--- config.mk ---
export PLATFORM = sky130hd
export DESIGN_NAME = stopwatch_ctrl
export DESIGN_NICKNAME = d
export VERILOG_FILES = /design/src/rtl/stopwatch_pkg.sv /design/src/rtl/bcd_digit_cnt.sv /design/src/rtl/stopwatch_ctrl.sv
export SDC_FILE = /design/constraint.sdc
export NUM_CORES = 1
export LEC_CHECK = 0
export CORE_ASPECT_RATIO = 0.75
export CORE_UTILIZATION = 56
export CTS_BUF_LIST = sky130_fd_sc_hd__clkbuf_16
export CTS_CLUSTER_DIAMETER = 100
export CTS_CLUSTER_SIZE = 20
export DETAILED_ROUTE_END_ITERATION = 12
export GPL_TIMING_DRIVEN = 0
export PLACE_DENSITY = 0.79
export SLEW_MARGIN = 20
export SYNTH_ARGS = -nofsm -noshare
export SYNTH_HDL_FRONTEND = slang
export SYNTH_SLANG_ARGS = --single-unit
--- constraint.sdc ---
create_clock -name clk -period 2.48 [get_ports clk]
set_input_delay 0.496 -clock clk [delete_from_list [all_inputs] [get_ports clk]]
set_output_delay 0.496 -clock clk [all_outputs]
set_load 0.05 [all_outputs]
--- src/rtl/stopwatch_pkg.sv ---
`default_nettype none
// ============================================================================
// Module   : stopwatch_pkg
// Brief    : Shared state encodings, BCD digit limits, time record type and
//            a small state-classification helper for the stopwatch block.
// Revision : 1.0 - initial release
// ============================================================================
package stopwatch_pkg;

  // Controller state encodings (also the value driven on the state port)
  localparam logic [1:0] ST_IDLE  = 2'd0;
  localparam logic [1:0] ST_RUN   = 2'd1;
  localparam logic [1:0] ST_PAUSE = 2'd2;
  localparam logic [1:0] ST_LAP   = 2'd3;

  // Terminal values for decimal units digits and for the tens of sec/min
  localparam logic [3:0] DIGIT_MAX_9 = 4'd9;
  localparam logic [3:0] DIGIT_MAX_5 = 4'd5;

  // One complete mm:ss.cc reading, most significant digit first
  typedef struct packed {
    logic [3:0] min10;
    logic [3:0] min1;
    logic [3:0] sec10;
    logic [3:0] sec1;
    logic [3:0] csec10;
    logic [3:0] csec1;
  } bcd_time_t;

  // Time advances only in the two states where the watch is running
  function automatic logic is_counting(input logic [1:0] st);
    return (st == ST_RUN) || (st == ST_LAP);
  endfunction

endpackage : stopwatch_pkg
`default_nettype wire

--- src/rtl/bcd_digit_cnt.sv ---
`default_nettype none
// ============================================================================
// Module   : bcd_digit_cnt
// Brief    : Single decimal digit counter 0..MAX with synchronous clear and a
//            combinational carry that fires on the increment that wraps it.
// Revision : 1.0 - initial release
// ============================================================================
module bcd_digit_cnt
  import stopwatch_pkg::*;
#(
  parameter logic [3:0] MAX = DIGIT_MAX_9
) (
  input  logic       clk,
  input  logic       reset_p,
  input  logic       clr,
  input  logic       inc,
  output logic [3:0] digit,
  output logic       carry
);

  // Treat any value at or above the limit as terminal so the digit can never
  // walk into a non-BCD code, whatever it was left holding.
  assign carry = inc & (digit >= MAX);

  // Digit register: clear wins over increment, increment wraps to zero
  always_ff @(posedge clk) begin
    if (reset_p || clr) begin
      digit <= 4'd0;
    end else if (inc) begin
      digit <= carry ? 4'd0 : digit + 4'd1;
    end
  end

endmodule : bcd_digit_cnt
`default_nettype wire

--- src/rtl/stopwatch_ctrl.sv ---
`default_nettype none
// ============================================================================
// Module   : stopwatch_ctrl
// Brief    : mm:ss.cc stopwatch controller - IDLE/RUN/PAUSE/LAP command FSM,
//            millisecond prescaler, six-digit BCD live time, lap latch and
//            registered display mux.
// Revision : 1.0 - initial release
// ============================================================================
module stopwatch_ctrl
  import stopwatch_pkg::*;
#(
  parameter int MSEC_PER_CSEC = 10
) (
  input  logic       clk,
  input  logic       reset_p,
  input  logic       clk_msec,
  input  logic       btn_start,
  input  logic       btn_lap,
  input  logic       btn_clear,
  output logic [3:0] disp_min10,
  output logic [3:0] disp_min1,
  output logic [3:0] disp_sec10,
  output logic [3:0] disp_sec1,
  output logic [3:0] disp_csec10,
  output logic [3:0] disp_csec1,
  output logic [1:0] state,
  output logic       running,
  output logic       rollover
);

  // A one-tick hundredth still needs a one-bit prescaler to keep widths legal
  localparam int PRE_W = (MSEC_PER_CSEC > 1) ? $clog2(MSEC_PER_CSEC) : 1;
  localparam logic [PRE_W-1:0] PRE_LAST = PRE_W'(MSEC_PER_CSEC - 1);

  logic [PRE_W-1:0] prescaler;
  logic [1:0]       state_nxt;
  logic             cmd_start;
  logic             cmd_lap;
  logic             cmd_clear;
  logic             tick;
  logic             csec_inc;
  logic             do_clear;
  logic             lap_capture;

  logic [3:0] live_csec1, live_csec10, live_sec1, live_sec10, live_min1, live_min10;
  logic       carry_csec1, carry_csec10, carry_sec1, carry_sec10, carry_min1, carry_min10;

  bcd_time_t live;
  bcd_time_t lap_latch;
  bcd_time_t disp;

  // One command per cycle: clear beats start beats lap
  assign cmd_clear = btn_clear;
  assign cmd_start = btn_start & ~btn_clear;
  assign cmd_lap   = btn_lap & ~btn_clear & ~btn_start;

  // Tick gating looks at the state before this edge's transition
  assign tick        = is_counting(state) & clk_msec;
  assign csec_inc    = tick & (prescaler == PRE_LAST);
  assign do_clear    = cmd_clear & (state == ST_PAUSE);
  assign lap_capture = cmd_lap & (state == ST_RUN);

  // Next-state decode for the command FSM; unlisted combinations hold
  always_comb begin
    state_nxt = state;
    if (cmd_clear) begin
      if (state == ST_PAUSE) state_nxt = ST_IDLE;
    end else if (cmd_start) begin
      case (state)
        ST_IDLE:  state_nxt = ST_RUN;
        ST_RUN:   state_nxt = ST_PAUSE;
        ST_LAP:   state_nxt = ST_PAUSE;
        ST_PAUSE: state_nxt = ST_RUN;
        default:  state_nxt = state;
      endcase
    end else if (cmd_lap) begin
      case (state)
        ST_RUN:  state_nxt = ST_LAP;
        ST_LAP:  state_nxt = ST_RUN;
        default: state_nxt = state;
      endcase
    end
  end

  // State register
  always_ff @(posedge clk) begin
    if (reset_p) state <= ST_IDLE;
    else         state <= state_nxt;
  end

  // Prescaler: counts gated ticks, keeps its value across PAUSE
  always_ff @(posedge clk) begin
    if (reset_p || do_clear) begin
      prescaler <= '0;
    end else if (tick) begin
      prescaler <= (prescaler == PRE_LAST) ? '0 : prescaler + 1'b1;
    end
  end

  // Ripple-carry chain of digit counters, least significant first
  bcd_digit_cnt #(.MAX(DIGIT_MAX_9)) u_csec1 (
    .clk(clk), .reset_p(reset_p), .clr(do_clear), .inc(csec_inc),
    .digit(live_csec1), .carry(carry_csec1)
  );
  bcd_digit_cnt #(.MAX(DIGIT_MAX_9)) u_csec10 (
    .clk(clk), .reset_p(reset_p), .clr(do_clear), .inc(carry_csec1),
    .digit(live_csec10), .carry(carry_csec10)
  );
  bcd_digit_cnt #(.MAX(DIGIT_MAX_9)) u_sec1 (
    .clk(clk), .reset_p(reset_p), .clr(do_clear), .inc(carry_csec10),
    .digit(live_sec1), .carry(carry_sec1)
  );
  bcd_digit_cnt #(.MAX(DIGIT_MAX_5)) u_sec10 (
    .clk(clk), .reset_p(reset_p), .clr(do_clear), .inc(carry_sec1),
    .digit(live_sec10), .carry(carry_sec10)
  );
  bcd_digit_cnt #(.MAX(DIGIT_MAX_9)) u_min1 (
    .clk(clk), .reset_p(reset_p), .clr(do_clear), .inc(carry_sec10),
    .digit(live_min1), .carry(carry_min1)
  );
  bcd_digit_cnt #(.MAX(DIGIT_MAX_5)) u_min10 (
    .clk(clk), .reset_p(reset_p), .clr(do_clear), .inc(carry_min1),
    .digit(live_min10), .carry(carry_min10)
  );

  assign live = '{min10: live_min10, min1: live_min1, sec10: live_sec10,
                  sec1: live_sec1, csec10: live_csec10, csec1: live_csec1};

  // Lap latch holds the pre-increment live time seen on RUN+lap
  always_ff @(posedge clk) begin
    if (reset_p || do_clear) begin
      lap_latch <= '0;
    end else if (lap_capture) begin
      lap_latch <= live;
    end
  end

  // Display register: frozen lap value in LAP, live time otherwise
  always_ff @(posedge clk) begin
    if (reset_p) disp <= '0;
    else         disp <= (state == ST_LAP) ? lap_latch : live;
  end

  // Top-digit carry only occurs on the 59:59.99 -> 00:00.00 wrap
  always_ff @(posedge clk) begin
    if (reset_p) rollover <= 1'b0;
    else         rollover <= carry_min10;
  end

  assign running     = is_counting(state);
  assign disp_min10  = disp.min10;
  assign disp_min1   = disp.min1;
  assign disp_sec10  = disp.sec10;
  assign disp_sec1   = disp.sec1;
  assign disp_csec10 = disp.csec10;
  assign disp_csec1  = disp.csec1;

endmodule : stopwatch_ctrl
`default_nettype wire

**Yosys cells after proc, flatten, opt, wreduce, memory -nomap -nowiden**

Index checks and enable logic that the tools add are counted.

- Word-level logic and storage cells: 76
- Register bits: 79
- Input bits: 6

- Reductions and logical operators: 8
- Eq/ne operators: 5
- Add/sub/neg operators: 7
- Multiplexer cells: 14
- Bitwise logic cells: 15
- $lt $le $gt $ge: 6

Operators by type and width:

| operator | count |
|---|---|
| $add A4 B1 Y4 const B | 7 |
| $mux W4 | 7 |
| $mux W24 | 1 |
| $ge A4 B4 Y1 const B | 4 |
| $and A1 B1 Y1 | 13 |
| $ge A4 B3 Y1 const B | 2 |
| $mux W2 | 4 |
| $pmux W2 S2 | 2 |
| $eq A2 B2 Y1 const B | 2 |
| $eq A4 B4 Y1 const B | 1 |
| $reduce_bool A4 Y1 | 1 |
| $reduce_or A2 Y1 | 2 |
| $reduce_and A3 Y1 | 1 |
| $reduce_bool A3 Y1 | 1 |
| $eq A2 B1 Y1 const B | 1 |
| $logic_not A2 Y1 | 1 |
| $logic_or A1 B1 Y1 | 2 |
| $ne A2 B1 Y1 const B | 1 |
| $not A1 Y1 | 2 |

**Logic depth before layout (Yosys ltp)**

Gate-level depths: netlist of the first run.

- Depth in word-level cells: 11
- Mapped depth: 8
- Gate-level depth less buffers: 7

**Cells and area by module**

A second synthesis of the first run with hierarchy kept.

- Cells, all modules: 408
- Area total of the unflattened synthesis: 3622.2 µm²

By module, submodules not included:

| module | area an instance (µm²) | times used | seq. area each (µm²) | cells each |
|---|---|---|---|---|
| stopwatch_ctrl | 2138.3 | 1 | 1101.1 | 256 |
| bcd_digit_cnt (u_csec1 ...) | 231.5 | 4 | 80.1 | 24 |
| bcd_digit_cnt (u_min10 ...) | 279.0 | 2 | 80.1 | 28 |

**Worst setup path after synthesis of the first run**

Ideal clock, no wire load.

- Path type: reg-to-reg
- Start: reg state[0]
- End: reg u_min10.digit[3]
- Path buffers: 1
- Period minus slack after synthesis: 1.878 ns
- Arrival time: 1.762 ns
- Setup slack: 0.602 ns
- Cell stages (with the launch flop): 7
- Library setup time: 0.116 ns
- Cells stage by stage: dfxtp_1 -> and3_1 -> and4_1 -> buf_6 -> nand3_4 -> nand2b_4 -> a31o_1

- Longest elaborated chain between the ends: 11

Ends and longest elaborated chain:

| element | line | RTL |
|---|---|---|
| start, declared | stopwatch_ctrl.sv:26 | `output logic [1:0] state,` |
| start signal, assigned | stopwatch_ctrl.sv:88 | `else state <= state_nxt;` |
| $eq A2 B1 Y1 or $eq A2 B2 Y1 (tied branches) | stopwatch_pkg.sv:32 | `return (st == ST_RUN) \|\| (st == ST_LAP);` |
| $logic_or A1 B1 Y1 | stopwatch_pkg.sv:32 |  |
| $and A1 B1 Y1 | stopwatch_ctrl.sv:58 | `assign tick = is_counting(state) & clk_msec;` |
| $and A1 B1 Y1 | stopwatch_ctrl.sv:59 | `assign csec_inc = tick & (prescaler == PRE_LAST);` |
| $and A1 B1 Y1 (6 in a row) | bcd_digit_cnt.sv:23 | `assign carry = inc & (digit >= MAX);` |
| $mux W4 | bcd_digit_cnt.sv:30 | `digit <= carry ? 4'd0 : digit + 4'd1;` |
| end signal, assigned | bcd_digit_cnt.sv:30 |  |
| end, declared | bcd_digit_cnt.sv:17 | `output logic [3:0] digit,` |

Several ways; a longest one is shown, not always the timed one.
A chain may end at the register's enable or synchronous reset.

**Worst setup path after layout of the first run**

- Start: reg state[0]
- End: out running

- Longest elaborated chain between the ends: 2

Ends and longest elaborated chain:

| element | line | RTL |
|---|---|---|
| $eq A2 B1 Y1 or $eq A2 B2 Y1 (tied branches) | stopwatch_pkg.sv:32 |  |
| $logic_or A1 B1 Y1 * | stopwatch_pkg.sv:32 |  |
| end, declared | stopwatch_ctrl.sv:27 | `output logic running,` |

Every way passes the cells marked *; elsewhere a longest branch is shown, timed or not.

==> summary.md, run 1 <==
| Metric | Value |
|---|---|
| Root Buffer Master | `clkbuf_16` |
| M1 GR Usage | `35.49%` |
| Post-synth EDFFs | `0` |
| Post-layout min period | `2.291 ns` |
| Slew margin rel. | `50.30%` |
| First-pass iteration count of the detailed router | `5` |
| Initial antenna violation count | `0` |
| M3 GR Usage | `6.798%` |
| Final setup TNS | `0 ns` |
| Die width | `92.12 um` |
| Critical path's slowest cell | `clkdlybuf4s50_1` |
| Gr usage total | `26.21%` |
| Clock tree sinks | `79` |
| Reg power frac | `46.6%` |
| I/O Pins | `34` |
| Die ar. | `6410 um^2` |
| Rows | `24` |
| Worst Setup Start Kind | `flop` |
| ANT cells | `0` |
| Max VDD drop | `0.0003220 V` |
| CP Class | `reg2out` |
| First-pass GRT wire length | `13030 um` |
| Post-synthesis sequential area ratio | `46.37%` |
| Post-cts resize count | `0` |
| CP bufs+invs | `3` |
| Fin util | `70.92%` |
| Clk_skew | `0.005673 ns` |
| Vias/cell | `5.544` |
| # setup viols final | `0` |
| 1st-iter DRT viols | `232` |
| Slew at the pin with the worst max-slew slack | `0.7455 ns` |
| Most common cell in the netlist | `nand2_1` |
| Worst skew pair latency | `0.34 ns` |
| Gpl congestion | `0.8830` |
| Final ANT Viol Nets | `0` |
| Total Wirelength | `7699 um` |
| Max Cap Viol | `0` |
| Cts bufs inserted | `9` |
| Synth Register Bits | `79` |
| DPL Wire Length | `5240 um` |
| Crit-path leading delay family | `buffers and inverters` |
| P_sw | `0.5655 mW` |
| Status | `completed` |
| Max reg flops | `24` |
| Post-Syn Area | `3411 um^2` |
| Core area | `5856 um^2` |
| Drt wl/cell | `14.26 um` |
| Synth top area cells | `dfxtp_1, nand2_1, a21oi_1, ha_1, nor2_1` |
| H-tree depth | `3` |
| Worst hold-check path type | `reg2reg` |
| Comb power frac | `3.2%` |
| Gr busiest metal | `met2` |
| CP Cell Sequence | `buf_2 > clkbuf_1 > clkdlybuf4s50_1` |
| Prevailing post-synth register cell | `dfxtp_1` |
| Clock network fraction of design power | `50.2%` |
| Residual DRC | `0` |
| GR Util met2 | `40.46%` |
| Layout cells sized above 1 | `6.710%` |
| PD cells | `658.5 nW/um^2` |
| Routed vias | `2994` |
| Largest net degree at the start of global routing | `14` |
| Crit. End Element | `output pin` |
| Post-synthesis async set-or-reset flop share | `0%` |
| Top-area cell type share of the netlist area | `46.37%` |
| Post-DP Area | `3839 um^2` |
| FMAX | `436.4 MHz` |
| Hold Slack | `0.4511 ns` |
| Vias in the first global route | `2793` |
| Slew Viols, Final | `0` |
| Syn Inst Count | `413` |
| CTS tree | `built` |
| Critical path fanouts, max | `10` |
| Final Hold Fails | `0` |
| Buffer depth of the longest clock path | `2` |
| Top cells by count, synth | `nand2_1, dfxtp_1, a21oi_1` |
| Per-instance average area after synthesis | `8.259 um^2` |
| Yosys cell types | `46` |
| Syn-to-layout area delta | `21.75%` |
| Critical Path Max Stage Delay | `0.80 ns` |
| Data required, critical path | `1.98 ns` |
| Final period util | `92.39%` |
| Synth warnings | `0` |
| Buffer count from post-CTS setup fixing | `0` |
| RSZ-0062 raised after global routing | `false` |
| Power Internal | `2.169 mW` |
| Syn nets | `437` |
| Hold buffer count at CTS | `0` |
| Net Sw Frac | `20.68%` |
| Top cell type by total area after synthesis | `dfxtp_1` |
| CTS clk-pin slew, worst paths | `0.06 ns` |
| Final Cell Area | `4153 um^2` |
| GRT overflow | `0` |
| Leak | `1.505 nW` |
| Critical Path AT | `1.80 ns` |
| Register name with the most flops | `lap_latch` |
| Final nets | `481` |
| Die Ht | `69.59 um` |
| Port bufs | `33` |
| Starting Density | `58.25%` |
-- metrics by stage --
step	setup slack (ns)	total power, mW	std cells
after detailed placement	-0.0002855	1.388	524
after global routing	0.1005	2.815	540
after floorplan	0.6021	1.353	413
final	0.1887	2.735	540
after CTS	0.1836	2.751	540
after global placement	0.004595	1.386	524
-- kinds of logic (layout without fill, tap and decap cells) --
| family | after synthesis | after routing | share of synthesized area (%) |
|---|---|---|---|
| flops | 79 | 79 | 46.37 |
| compound gates | 90 | 90 | 14.89 |
| xor+xnor | 7 | 7 | 1.798 |
| fa+ha+maj | 18 | 18 | 6.603 |
| simple gates | 181 | 181 | 25.53 |
| mux | 2 | 2 | 0.5870 |
| buf+inv | 36 | 85 | 4.218 |
-- tightest hold or removal path: stages (launching register included) --
cell	delay (ns)
dfxtp_1	0.31
nand2_1	0.05
a21oi_1	0.05
-- layer usage --
metal  wire length (um)  vias up
met5                  0        -
met4                 94        0
met3                477       11
met2               3442      109
met1               3685     1403
li1                   -     1471
-- placed cells by master (no fill, tap or decap), types with 4 or more instances in the layout --
cell,Yosys,layout
a21oi_1,64,64
and3_1,4,4
buf_1,4,4
clkbuf_1,14,14
clkbuf_16,0,9
clkdlybuf4s50_1,0,33
dfxtp_1,79,79
ha_1,18,18
inv_1,16,17
nand2_1,111,111
nand3_1,10,10
nand4_1,5,5
nor2_1,23,23
nor2b_1,5,5
o21ai_0,10,10
xnor2_1,4,4
-- path summary, 6_finish.rpt --
path / startpoint / end / slack (ns) / cells after the start
max: state[0] / running / 0.19 / 3
min: lap_latch[0] / disp_csec1[0] / 0.45 / 2
max reg2reg: u_csec1.digit[1] / u_min10.digit[1] / 0.48 / 8
min reg2reg: lap_latch[0] / disp_csec1[0] / 0.45 / 2
-- power groups by stage --
stage                     Combinational, mW  Clock (mW)  Sequential, mW
after floorplan                      0.0440           0            1.31
after global placement               0.0836           0            1.30
after detailed placement             0.0848           0            1.30
after CTS                            0.0852        1.39            1.28
after global routing                 0.0925        1.45            1.27
final                                0.0869        1.37            1.28
-- final cells by class --
| class | instances | area, um^2 |
|---|---|---|
| fill | 454 | 1703 |
| timing repair buffer | 33 | 330.3 |
| inverter | 16 | 60.06 |
| tap | 78 | 97.59 |
| clock buffer | 9 | 225.2 |
| sequential | 79 | 1582 |
| clock inverter | 7 | 88.84 |
| buffer | 20 | 83.83 |
| multi-input combinational | 298 | 1685 |
No activity file was read; power rests on OpenSTA's default activity.
==> inputs of run 2 (changes only) <==
--- a/config.mk
+++ b/config.mk
@@ -5,10 +5,11 @@
 export SDC_FILE = /design/constraint.sdc
 export NUM_CORES = 1
 export LEC_CHECK = 0
+export ABC_AREA = 0
 export CORE_ASPECT_RATIO = 0.75
 export CORE_UTILIZATION = 56
 export CTS_BUF_LIST = sky130_fd_sc_hd__clkbuf_16
-export CTS_CLUSTER_DIAMETER = 100
+export CTS_CLUSTER_DIAMETER = 150
 export CTS_CLUSTER_SIZE = 20
 export DETAILED_ROUTE_END_ITERATION = 12
 export GPL_TIMING_DRIVEN = 0
==> results of run 2 <==
No change in the layout: final DEF, timing and power equal those of run 1.
==> inputs of run 3 (changes only) <==
--- a/config.mk
+++ b/config.mk
@@ -9,7 +9,7 @@
 export CORE_ASPECT_RATIO = 0.75
 export CORE_UTILIZATION = 56
 export CTS_BUF_LIST = sky130_fd_sc_hd__clkbuf_16
-export CTS_CLUSTER_DIAMETER = 150
+export CTS_CLUSTER_DIAMETER = 100
 export CTS_CLUSTER_SIZE = 20
 export DETAILED_ROUTE_END_ITERATION = 12
 export GPL_TIMING_DRIVEN = 0
==> results of run 3 <==
No change in the layout: final DEF, timing and power equal those of run 1.
